==> src/rtl/composite_timing_gen.sv <==
// Composite-video timing generator: h/v counters, region decode and
// a registered DAC level with saturating luma add.
module composite_timing_gen #(
    parameter int DAC_WIDTH       = 4,
    parameter int CLKS_PER_LINE   = 762,
    parameter int H_SYNC_CLKS     = 56,
    parameter int H_BACK_CLKS     = 58,
    parameter int H_ACTIVE_CLKS   = 640,
    parameter int LINES_PER_FIELD = 262,
    parameter int V_SYNC_LINES    = 3,
    parameter int V_ACTIVE_START  = 20,
    parameter int V_ACTIVE_LINES  = 240,
    parameter int INTERLACE       = 0,
    parameter int SYNC_LEVEL      = 0,
    parameter int BLANK_LEVEL     = 4,
    parameter int BLACK_LEVEL     = 5,
    localparam int HW = $clog2(CLKS_PER_LINE),
    localparam int VW = $clog2(LINES_PER_FIELD + 1)
) (
    input  logic                 clk,
    input  logic                 NRST,
    input  logic                 en,
    input  logic [DAC_WIDTH-1:0] pix_data,
    output logic                 pix_req,
    output logic [HW-1:0]        hcount,
    output logic [VW-1:0]        vcount,
    output logic                 field,
    output logic                 line_start,
    output logic                 field_start,
    output logic [DAC_WIDTH-1:0] composite
);

    localparam logic [HW-1:0] H_LAST = HW'(CLKS_PER_LINE - 1);
    // One extra bit so window ends equal to a power of two do not wrap
    localparam logic [HW:0] H_VS_END = (HW+1)'(CLKS_PER_LINE - H_SYNC_CLKS);
    localparam logic [HW:0] H_SY_END = (HW+1)'(H_SYNC_CLKS);
    localparam logic [HW:0] H_AC_BEG = (HW+1)'(H_SYNC_CLKS + H_BACK_CLKS);
    localparam logic [HW:0] H_AC_END =
        (HW+1)'(H_SYNC_CLKS + H_BACK_CLKS + H_ACTIVE_CLKS);

    localparam logic [VW:0] V_SY_END = (VW+1)'(V_SYNC_LINES);
    localparam logic [VW:0] V_AC_BEG = (VW+1)'(V_ACTIVE_START);
    localparam logic [VW:0] V_AC_END = (VW+1)'(V_ACTIVE_START + V_ACTIVE_LINES);
    localparam logic [VW-1:0] V_LAST0 = VW'(LINES_PER_FIELD - 1);
    localparam logic [VW-1:0] V_LAST1 = VW'(LINES_PER_FIELD);

    localparam logic [DAC_WIDTH-1:0] SYNC_C  = DAC_WIDTH'(SYNC_LEVEL);
    localparam logic [DAC_WIDTH-1:0] BLANK_C = DAC_WIDTH'(BLANK_LEVEL);
    localparam logic [DAC_WIDTH:0]   BLACK_C = (DAC_WIDTH+1)'(BLACK_LEVEL);

    typedef enum logic [1:0] {
        R_VSYNC,
        R_HSYNC,
        R_ACTIVE,
        R_BLANK
    } region_t;

    region_t              region;
    logic [HW:0]          h_ext;
    logic [VW:0]          v_ext;
    logic                 h_last;
    logic                 v_last;
    logic                 v_act;
    logic                 h_act;
    logic [DAC_WIDTH:0]   luma_sum;
    logic [DAC_WIDTH-1:0] luma_sat;
    logic [DAC_WIDTH-1:0] level;

    assign h_ext  = {1'b0, hcount};
    assign v_ext  = {1'b0, vcount};
    assign h_last = (hcount == H_LAST);
    assign v_last = (vcount == (field ? V_LAST1 : V_LAST0));
    assign v_act  = (v_ext >= V_AC_BEG) && (v_ext < V_AC_END);
    assign h_act  = (h_ext >= H_AC_BEG) && (h_ext < H_AC_END);

    always_comb begin
        region = R_BLANK;
        if (v_ext < V_SY_END)
            region = R_VSYNC;
        else if (h_ext < H_SY_END)
            region = R_HSYNC;
        else if (v_act && h_act)
            region = R_ACTIVE;
    end

    assign luma_sum = {1'b0, pix_data} + BLACK_C;
    assign luma_sat = luma_sum[DAC_WIDTH] ? '1 : luma_sum[DAC_WIDTH-1:0];

    always_comb begin
        level = BLANK_C;
        unique case (region)
            R_VSYNC:  level = (h_ext < H_VS_END) ? SYNC_C : BLANK_C;
            R_HSYNC:  level = SYNC_C;
            R_ACTIVE: level = luma_sat;
            R_BLANK:  level = BLANK_C;
            default:  level = BLANK_C;
        endcase
    end

    // NRST in the gate keeps the strobes low for the whole reset window
    assign pix_req     = NRST && en && (region == R_ACTIVE);
    assign line_start  = NRST && en && (hcount == '0);
    assign field_start = NRST && en && (hcount == '0) && (vcount == '0);

    always_ff @(posedge clk or negedge NRST) begin
        if (!NRST) begin
            hcount    <= '0;
            vcount    <= '0;
            field     <= 1'b0;
            composite <= BLANK_C;
        end else if (en) begin
            composite <= level;
            if (h_last) begin
                hcount <= '0;
                if (v_last) begin
                    vcount <= '0;
                    field  <= (INTERLACE != 0) ? ~field : 1'b0;
                end else begin
                    vcount <= vcount + 1'b1;
                end
            end else begin
                hcount <= hcount + 1'b1;
            end
        end else begin
            composite <= BLANK_C;
        end
    end

endmodule

==> config.mk <==
export PLATFORM = sky130hd
export DESIGN_NAME = composite_timing_gen
export DESIGN_NICKNAME = d
export VERILOG_FILES = /design/src/rtl/composite_timing_gen.sv
export SDC_FILE = /design/constraint.sdc
export NUM_CORES = 1
export LEC_CHECK = 0
export CAP_MARGIN = 10
export CORE_UTILIZATION = 50
export DETAILED_ROUTE_END_ITERATION = 6
export GPL_TIMING_DRIVEN = 0
export PLACE_DENSITY = 0.78
export SLEW_MARGIN = 20
export SYNTH_ARGS = -nofsm -noshare
export SYNTH_HDL_FRONTEND = slang
export SYNTH_SLANG_ARGS = --single-unit
==> constraint.sdc <==
create_clock -name clk -period 1.7 [get_ports clk]
set_input_delay 0.17 -clock clk [delete_from_list [all_inputs] [get_ports clk]]
set_output_delay 0.17 -clock clk [all_outputs]
set_load 0.005 [all_outputs]
==> run_results.csv, run 1 <==
group,metric,value,unit
die,initial_core_util,53.7,%
power,p_sw,0.638,mW
critical_path,arrival,1.80,ns
critical_path,cp-start-kind,"flip-flop",
drt,via_count,1601,
yosys,seq_area_frac_synth,38.3,%
die,core-area,0.00281,mm2
hold_path,min_path_type,"input pin to asynchronous set/reset pin",
grt,grt_busiest_layer,"met2",
final_layout,drive_above_1_share,35.0,%
grt,grtUsageMet2,51.9,%
yosys,async_flop_share,100,%
power,p_sw_share,34.8,%
grt,grtUsageMet3,3.92,%
critical_path,r2r-start,"hcount[1]",
final_layout,diodes,0,
power,pwr-share-comb,46.8,%
sta,timing.fmax,508,MHz
critical_path,reg2reg_to,"vcount[8]",
sta,max_slew_margin,35.0,%
critical_path,crit_start,"vcount[4]",
yosys,synth_edf_count,0,
power,seq_power_share,38.3,%
run_status,violations,"negative setup slack",
grt,antenna_found_initial,0,
yosys,synthTopCellsByArea,"dfrtp_1 (37%), ha_1 (6.6%), xnor2_1 (4.1%)",
grt,grt_use_met1,36.8,%
grt,grt_pass1_vias,1572,
critical_path,crit_type,"flip-flop to output port",
drt,remaining_drc_errors,0,
die,rows,19,
yosys,syn-instance-count,160,
sta,finalHoldViolCount,0,
critical_path,crit_fanout,8,
critical_path,r2r_cells,7,
yosys,yosysTopAreaCell,"dfrtp_1",
sta,setup_viol,7,
job,cap_violations,0,
sta,fin_ws,-0.268,ns
clock_network,clockRootBuffer,"clkbuf_4",
sta,fin_crit,1.97,ns
die,die_w,56.9,um
clock_network,cts_max_level,1,
final_layout,fillers,173,
placement,dpl_cell_area,0.00187,mm2
placement,gp_congestion,0.884,
final_layout,areaGrowthSynthToFinish,53.4,%
grt,grt-ovfl-total,0,
final_layout,final_util,82.5,%
die,die_y,56.9,um
sta,skew,0.00510,ns
clock_network,numCtsBuffers,3,
sta,fin_crit_sh,116,%
yosys,ys_types,43,
yosys,ys_ff_latch,23,
critical_path,worstPathRequired,1.53,ns
final_layout,nNetsFinal,242,
run_status,status,"finished, violations left",
sta,finalMaxSlewViolations,0,
clock_network,ctsLongestPathBuffers,2,
yosys,synth_top_area_share,36.5,%
yosys,synth_area,0.00151,mm2
sta,worst_pin_slew,0.971,ns
power,intPower,1.20,mW
power,p_leak,1.04,nW
yosys,syn_nets,175,
grt,gr-usage-all-layers,29.8,%
power,pwr-share-clk,15.0,%
placement,place_hpwl,2.54,mm
clock_network,cts_sinks,23,
grt,grt_max_degree,23,
drt,drt-initial-drc-count,94,
clock_network,cts_tree,"built",
power,power,1.84,mW
drt,avgViaCountPerCell,6.23,
final_layout,final_common_cell,"buf_4",
die,ios,34,
yosys,syn_avg_cell_area,9.42,um2
yosys,synth_warnings,0,
drt,wl,4.79,mm
power,power.density,793,mW/mm2
drt,drtPass1Iterations,4,
drt,wl_per_cell,18.6,um
sta,setup_tns,-0.755,ns
die,die_area,0.00324,mm2
yosys,synth_flop_cell,"dfrtp_1",
clock_network,path_clk_slew,0.13,ns
critical_path,critPathCaptureType,"output port",
grt,grt_pass1_wl,7.56,mm
power,max-vdd-ir-drop,0.668,mV
sta,rsz0062_at_grt,"true",
final_layout,final_cell_mix,"buf_4 (29), clkdlybuf4s50_1 (28), dfrtp_1 (14)",
critical_path,r2r_slack,-0.05,ns
drt,ant_nets,0,
clock_network,clk_latency,0.33,ns
final_layout,finalInstanceArea,0.00231,mm2
placement,place.port_buffers,32,
sequential cells by signal (all words and copies together) (netlist names):
| signal | cells |
|---|---|
| hcount | 10 |
| vcount | 9 |
| composite | 4 |
logic make-up after synthesis:
| group | count (synthesis) | synth area share (%) |
|---|---|---|
| simple gates | 69 | 29.6 |
| compound gates | 25 | 10.6 |
| flops | 23 | 38.3 |
| buf+inv | 22 | 7.63 |
| xor+xnor | 12 | 6.97 |
| fa+ha+maj | 8 | 6.64 |
| other cells | 1 | 0.249 |
power by group through the flow:
stage | Sequential, mW | Combinational (mW) | Clock (mW)
2_1_floorplan | 0.669 | 0.308 | 0
5_1_grt | 0.711 | 0.912 | 0.291
3_5_place_dp | 0.673 | 0.517 | 0
3_3_place_gp | 0.667 | 0.497 | 0
6_report | 0.703 | 0.858 | 0.274
4_1_cts | 0.700 | 0.714 | 0.268
worst max-delay path by stage:
stage                     depth (start not counted)  slack, ns           to
after floorplan                                   7       0.07    hcount[4]
after global placement                            5      -1.02  field_start
after detailed placement                          5      -1.08  field_start
after CTS                                         6      -0.18      pix_req
after global routing                              6      -0.33      pix_req
final                                             6      -0.27      pix_req
synthesized netlist by cell type, types with 2 or more instances:
master	instances
and4_1	5
o21ai_0	8
nand2_1	7
nor2_1	9
xor2_1	5
nand4_1	6
a32oi_1	2
a21oi_1	4
nor4_1	4
nand3_1	9
inv_1	9
and3_1	8
xnor2_1	7
dfrtp_1	22
a21o_1	2
nor3_1	8
buf_2	7
buf_4	4
ha_1	8
o21a_1	2
nand4_2	2
metrics by stage:
step	hold WS [ns]	worst slack [ns]	std cells
after floorplan	-0.126	0.0659	160
after global placement	0.527	-1.02	223
after detailed placement	0.540	-1.08	223
after CTS	0.521	-0.184	247
after global routing	0.526	-0.333	257
final	0.522	-0.268	257
worst max-delay path: stages (launching register included):
cell and delay, ns:
dfrtp_1 0.38, buf_4 0.18, o21ai_0 0.12, a32oi_1 0.37, nand4b_4 0.16, nor3_2 0.12
buf_2 0.14
final cells by class:
type                       instances  area, um2  area share [%]
multi-input combinational        115        943            40.8
timing repair buffer              65        591            25.5
sequential                        23        587            25.4
buffer                            10       91.3            3.95
tap                               31       38.8            1.68
inverter                           9       36.3            1.57
clock buffer                       4       26.3            1.14
layer usage:
metal / vias to the layer above / part of all wire (%) / routed length (um)
met5: - / 0 / 0
met4: 0 / 6.0 / 287
met3: 27 / 4.8 / 228
met2: 74 / 50 / 2380
met1: 793 / 39 / 1890
li1: 707 / - / -
repair_timing:
action                     4_1_cts  5_1_grt
pin swaps                       11       12
hold endpoints to repair        22        0
gates resized for setup         39       32
buffers inserted                20       12
setup endpoints to repair       14       19
hold buffers                     2        0
(Power assumes the default switching activity.)
==> run 2: changes to the inputs <==
- CORE_UTILIZATION: 50 -> 36
- PLACE_DENSITY: 0.78 -> 0.59
==> run 2 against run 1 <==
The run ends with negative hold slack, negative setup slack left. Cell area shrank 5.1%. Sequential share of layout area grew 1.3 points. Combinational power shrank 25%. Fmax grew 7.5%. Count of clock-buffer cells in the layout is the same. Clock power grew 30%.
==> run_results.csv, run 2 (synthesized netlist as in run 1, its figures left out) <==
group,metric,value,unit
run_status,status,"finished, violations left",
run_status,violations,"negative hold slack, negative setup slack",
critical_path,cp-start-kind,"flip-flop",
power,power,1.72,mW
sta,finalHoldViolCount,22,
sta,worst_pin_slew,0.614,ns
critical_path,crit_type,"flip-flop to output port",
critical_path,crit_fanout,2,
final_layout,top_register,"hcount",
power,pwr-share-comb,37.2,%
die,initial_core_util,37.7,%
power,p_sw,0.592,mW
sta,whs,-0.00893,ns
power,pwr-share-clk,20.6,%
grt,grt_pass1_wl,6.43,mm
clock_network,cts_max_level,1,
final_layout,register_area,586,um2
job,cap_violations,0,
critical_path,worstPathRequired,1.53,ns
clock_network,numCtsBuffers,3,
sta,fin_crit_sh,108,%
final_layout,diodes,0,
drt,remaining_drc_errors,0,
clock_network,clockRootBuffer,"clkbuf_8",
final_layout,drive_above_1_share,29.8,%
power,seq_power_share,42.2,%
critical_path,critPathCaptureType,"output port",
grt,grt-ovfl-total,0,
hold_path,min_path_type,"input pin to asynchronous set/reset pin",
final_layout,largest_reg_flops,10,
grt,antenna_found_initial,0,
final_layout,multi_input_area,950,um2
drt,ant_nets,0,
die,die_w,66.7,um
final_layout,areaGrowthSynthToFinish,45.6,%
drt,wl,3.85,mm
sta,finalMaxSlewViolations,0,
grt,grt_max_degree,26,
sta,setup_viol,2,
power,intPower,1.13,mW
placement,place.port_buffers,32,
drt,avgViaCountPerCell,5.26,
sta,fin_crit,1.83,ns
sta,skew,0.00526,ns
critical_path,arrival,1.66,ns
die,core-area,0.00400,mm2
clock_network,clk_latency,0.27,ns
power,p_leak,0.951,nW
final_layout,fillers,354,
die,die_area,0.00445,mm2
drt,wl_per_cell,14.9,um
power,p_sw_share,34.3,%
power,max-vdd-ir-drop,0.570,mV
grt,grt_pass1_vias,1404,
sta,max_slew_margin,59.0,%
drt,drtPass1Iterations,4,
drt,via_count,1356,
drt,drt-initial-drc-count,46,
power,power.density,786,mW/mm2
placement,gp_congestion,0.866,
die,ios,34,
sta,rsz0062_at_grt,"true",
clock_network,ctsHoldBuffers,0,
final_layout,final_common_cell,"clkdlybuf4s50_1",
placement,place_hpwl,2.61,mm
grt,gr-usage-all-layers,19.3,%
final_layout,nNetsFinal,224,
clock_network,cts_tree,"built",
clock_network,ctsLongestPathBuffers,2,
sta,fin_ws,-0.131,ns
die,die_y,66.7,um
clock_network,path_clk_slew,0.09,ns
final_layout,reg_top3,"hcount: 10 flops, vcount: 9 flops, composite: 4 flops",
final_layout,final_cell_mix,"clkdlybuf4s50_1 (28), buf_4 (16), dfrtp_1 (15)",
die,rows,23,
clock_network,cts_sinks,23,
sta,timing.fmax,546,MHz
## run 2: cell count changes in the layout (fill, tap and decap cells not counted), sizes merged
cell | before | now
dlygate4sd3 | 2 | 0
buf | 44 | 27
clkbuf | 4 | 5
## run 2: what timing repair did
action	CTS	global route
pin swaps	12	13
buffers inserted	16	1
endpoints found under the setup margin	11	19
gates resized for setup	37	25
## run 2: worst paths after layout
kind                                  start           end  slack, ns  depth (start not counted)
worst max-delay path              hcount[7]   field_start      -0.13                          6
worst min-delay path                   NRST     hcount[8]     -0.009                          1
worst max register to register    hcount[1]  composite[2]       0.02                          6
worst min register to register    vcount[6]     vcount[6]       0.59                          1
max in group asynchronous              NRST     hcount[1]       1.28                          1
min in group clk                pix_data[2]  composite[3]       0.58                          3
## run 2: cell type report
type | count | share of cell area, %
Buffer | 8 | 2.68
Multi-Input combinational cell | 115 | 43.3
Inverter | 9 | 1.54
Timing Repair Buffer | 49 | 20.9
Clock buffer | 4 | 2.05
Tap cell | 50 | 2.85
Sequential cell | 23 | 26.7
## run 2: power by group through the flow
stage | Combinational, mW | Sequential [mW] | Clock [mW]
final | 0.641 | 0.728 | 0.356
after global routing | 0.701 | 0.740 | 0.386
after CTS | 0.614 | 0.693 | 0.363
after detailed placement | 0.523 | 0.673 | 0
after global placement | 0.511 | 0.667 | 0
after floorplan | 0.308 | 0.669 | 0
## run 2: stage by stage
stage	setup WS [ns]	utilization, %	cells	instance area [um2]	TNS, ns
global placement	-1.07	47.3	242	1890	-2.80
detailed placement	-1.11	47.3	242	1890	-3.19
finish	-0.131	54.9	258	2190	-0.261
floorplan	0.0659	-	160	1510	0
global route	-0.206	54.9	258	2190	-0.681
CTS	-0.133	53.1	260	2120	-0.271
## run 2: worst max-delay path, stage by stage (launching register included)
cell     delay (ns)
dfrtp_2        0.42
buf_6          0.12
nor4_4         0.27
and3_4         0.23
buf_6          0.09
and4_1         0.15
buf_2          0.11
## run 2: layer usage
metal	vias to the layer above	share of wire (%)	wire length [um]	GRT usage (%)
li1	672	-	-	-
met1	657	47	1800	23.9
met2	22	49	1880	33.1
met3	5	3.0	115	2.91
met4	0	1.5	59	7.71
met5	-	0	0	0
==> run 3: changes to the inputs <==
- CORE_MARGIN: default -> 5
- PLACE_DENSITY: 0.59 -> 0.62
- clock period: 1.7 -> 1.6 ns (I/O delays scaled with it)
==> run 3 against run 2 <==
The flow finishes with violations (negative setup slack). Clock power grew 4%. Total power grew 18%. Via count grew 8.1%. Non-clock buffer count grew 9. Global-route usage shrank 3.2 points. Count of clock-buffer cells in the layout is the same. Critical path depth is the same. Die area grew 25%. Sequential share of layout area shrank 1.8 points. Routed wire length grew 15%. Sequential power shrank 3%. First-iteration DRC count grew 100%. Largest cell class unchanged.
==> run_results.csv, run 3 (synthesized netlist as in run 1, its figures left out) <==
group,metric,value,unit
run_status,status,"finished, violations left",
run_status,violations,"negative setup slack",
drt,via_count,1466,
sta,fin_ws,-0.251,ns
sta,timing.fmax,540,MHz
clock_network,cts_sinks,23,
grt,antenna_found_initial,0,
placement,place.port_buffers,32,
sta,finalMaxSlewViolations,0,
die,die_area,0.00558,mm2
sta,whs,0.0321,ns
critical_path,worstPathRequired,1.44,ns
critical_path,max_stage_delay,0.45,ns
critical_path,r2r_cells,7,
power,max-vdd-ir-drop,0.434,mV
clock_network,clk_latency,0.27,ns
die,rows,23,
sta,setup_viol,20,
critical_path,r2r_slack,-0.22,ns
critical_path,reg2reg_to,"vcount[6]",
placement,gp_congestion,0.850,
die,core-area,0.00403,mm2
die,initial_core_util,37.4,%
clock_network,path_clk_slew,0.08,ns
final_layout,diodes,0,
final_layout,final_cell_mix,"clkdlybuf4s50_1 (28), buf_4 (22), dfrtp_1 (16)",
drt,avgViaCountPerCell,5.49,
critical_path,path_cells,"ha_1 -> nor4_4 -> o21ai_1 -> nand4b_4 -> nor3_2 -> buf_2",
sta,rsz0062_at_grt,"true",
drt,drt-initial-drc-count,94,
drt,remaining_drc_errors,0,
grt,gr-usage-all-layers,16.1,%
clock_network,cts_tree,"built",
critical_path,critPathCaptureType,"output port",
sta,worst_pin_slew,0.508,ns
clock_network,clockRootBuffer,"clkbuf_8",
placement,pre_cts_slack,-1.21,ns
grt,grt_pass1_wl,6.95,mm
drt,wl,4.44,mm
die,die_y,74.7,um
critical_path,arrival,1.69,ns
sta,fin_crit,1.85,ns
final_layout,drive_above_1_share,36.9,%
grt,grt-ovfl-total,0,
sta,max_slew_margin,66.2,%
final_layout,final_common_cell,"clkdlybuf4s50_1",
critical_path,cp-start-kind,"flip-flop",
drt,drtPass1Iterations,4,
clock_network,ctsLongestPathBuffers,2,
critical_path,crit_fanout,5,
final_layout,nNetsFinal,233,
sta,fin_crit_sh,116,%
critical_path,critPathSlowestCell,"dfrtp_2",
hold_path,min_path_type,"input pin to asynchronous set/reset pin",
sta,finalHoldViolCount,0,
critical_path,crit_family,"simple AND/OR/NAND/NOR gates",
drt,wl_per_cell,16.6,um
grt,grt_max_degree,23,
final_layout,areaGrowthSynthToFinish,55.9,%
critical_path,crit_type,"flip-flop to output port",
grt,grt_pass1_vias,1439,
job,cap_violations,0,
die,die_w,74.7,um
placement,place_hpwl,2.80,mm
clock_network,numCtsBuffers,3,
final_layout,reg_top3,"hcount: 10 flops, vcount: 9 flops, composite: 4 flops",
power,power.density,866,mW/mm2
clock_network,cts_max_level,1,
die,ios,34,
final_layout,top_register,"hcount",
power,p_leak,1.02,nW
critical_path,r2r-start,"hcount[1]",
drt,ant_nets,0,
final_layout,largest_reg_flops,10,
critical_path,cp_num_buf_inv,1,
sta,skew,0.00300,ns
[run 3: changes by cell type in the layout (fill, tap and decap cells not counted), sizes merged]
cell	delta
buf	+9
clkdlybuf4s15	-1
dlygate4sd3	+1
[run 3: power breakdown]
group	switching (mW)	leakage, nW	total [mW]	internal (mW)
clock	0.191	0.0228	0.369	0.178
sequential	0.0616	0.286	0.709	0.647
combinational	0.446	0.714	0.957	0.511
total	0.699	1.02	2.04	1.34
[run 3: per-layer routing]
layer  GRT usage, %  routed length, um
met1           20.6               1850
met5              0                  0
met4           4.35                 54
met2           28.6               2400
met3           1.87                135
[run 3: area by class of cell]
type,instances,area [um2]
Fill cell,342,1680
Clock buffer,4,45.0
Multi-Input combinational cell,115,1030
Timing Repair Buffer,55,494
Inverter,9,33.8
Buffer,11,98.8
Tap cell,50,62.6
Sequential cell,23,584
[run 3: worst max path at each step]
stage | from | endpoint | slack (ns) | cells after the start
2_1_floorplan | hcount[1] | hcount[4] | 0.02 | 7
3_3_place_gp | NRST | field_start | -1.17 | 5
3_5_place_dp | NRST | field_start | -1.21 | 5
4_1_cts | hcount[2] | pix_req | -0.21 | 6
5_1_grt | hcount[1] | pix_req | -0.31 | 6
6_report | hcount[1] | pix_req | -0.25 | 6
[run 3: metrics by stage]
stage          power [mW]  util [%]  instances  setup TNS (ns)  cell area (um2)
2_1_floorplan        1.05         -        160               0             1530
3_3_place_gp         1.26      47.4        242           -3.63             1910
3_5_place_dp         1.28      47.4        242           -4.21             1910
4_1_cts              1.85      55.1        265          -0.945             2220
5_1_grt              2.13      58.3        267           -3.55             2350
6_report             2.04      58.3        267           -2.22             2350
[run 3: timing repair]
| action | in CTS | in global routing |
|---|---|---|
| endpoints found under the hold margin | 22 | 0 |
| pin swaps | 16 | 18 |
| endpoints found under the setup margin | 17 | 25 |
| buffers inserted | 18 | 4 |
| hold buffers | 2 | 0 |
| gates resized for setup | 49 | 31 |
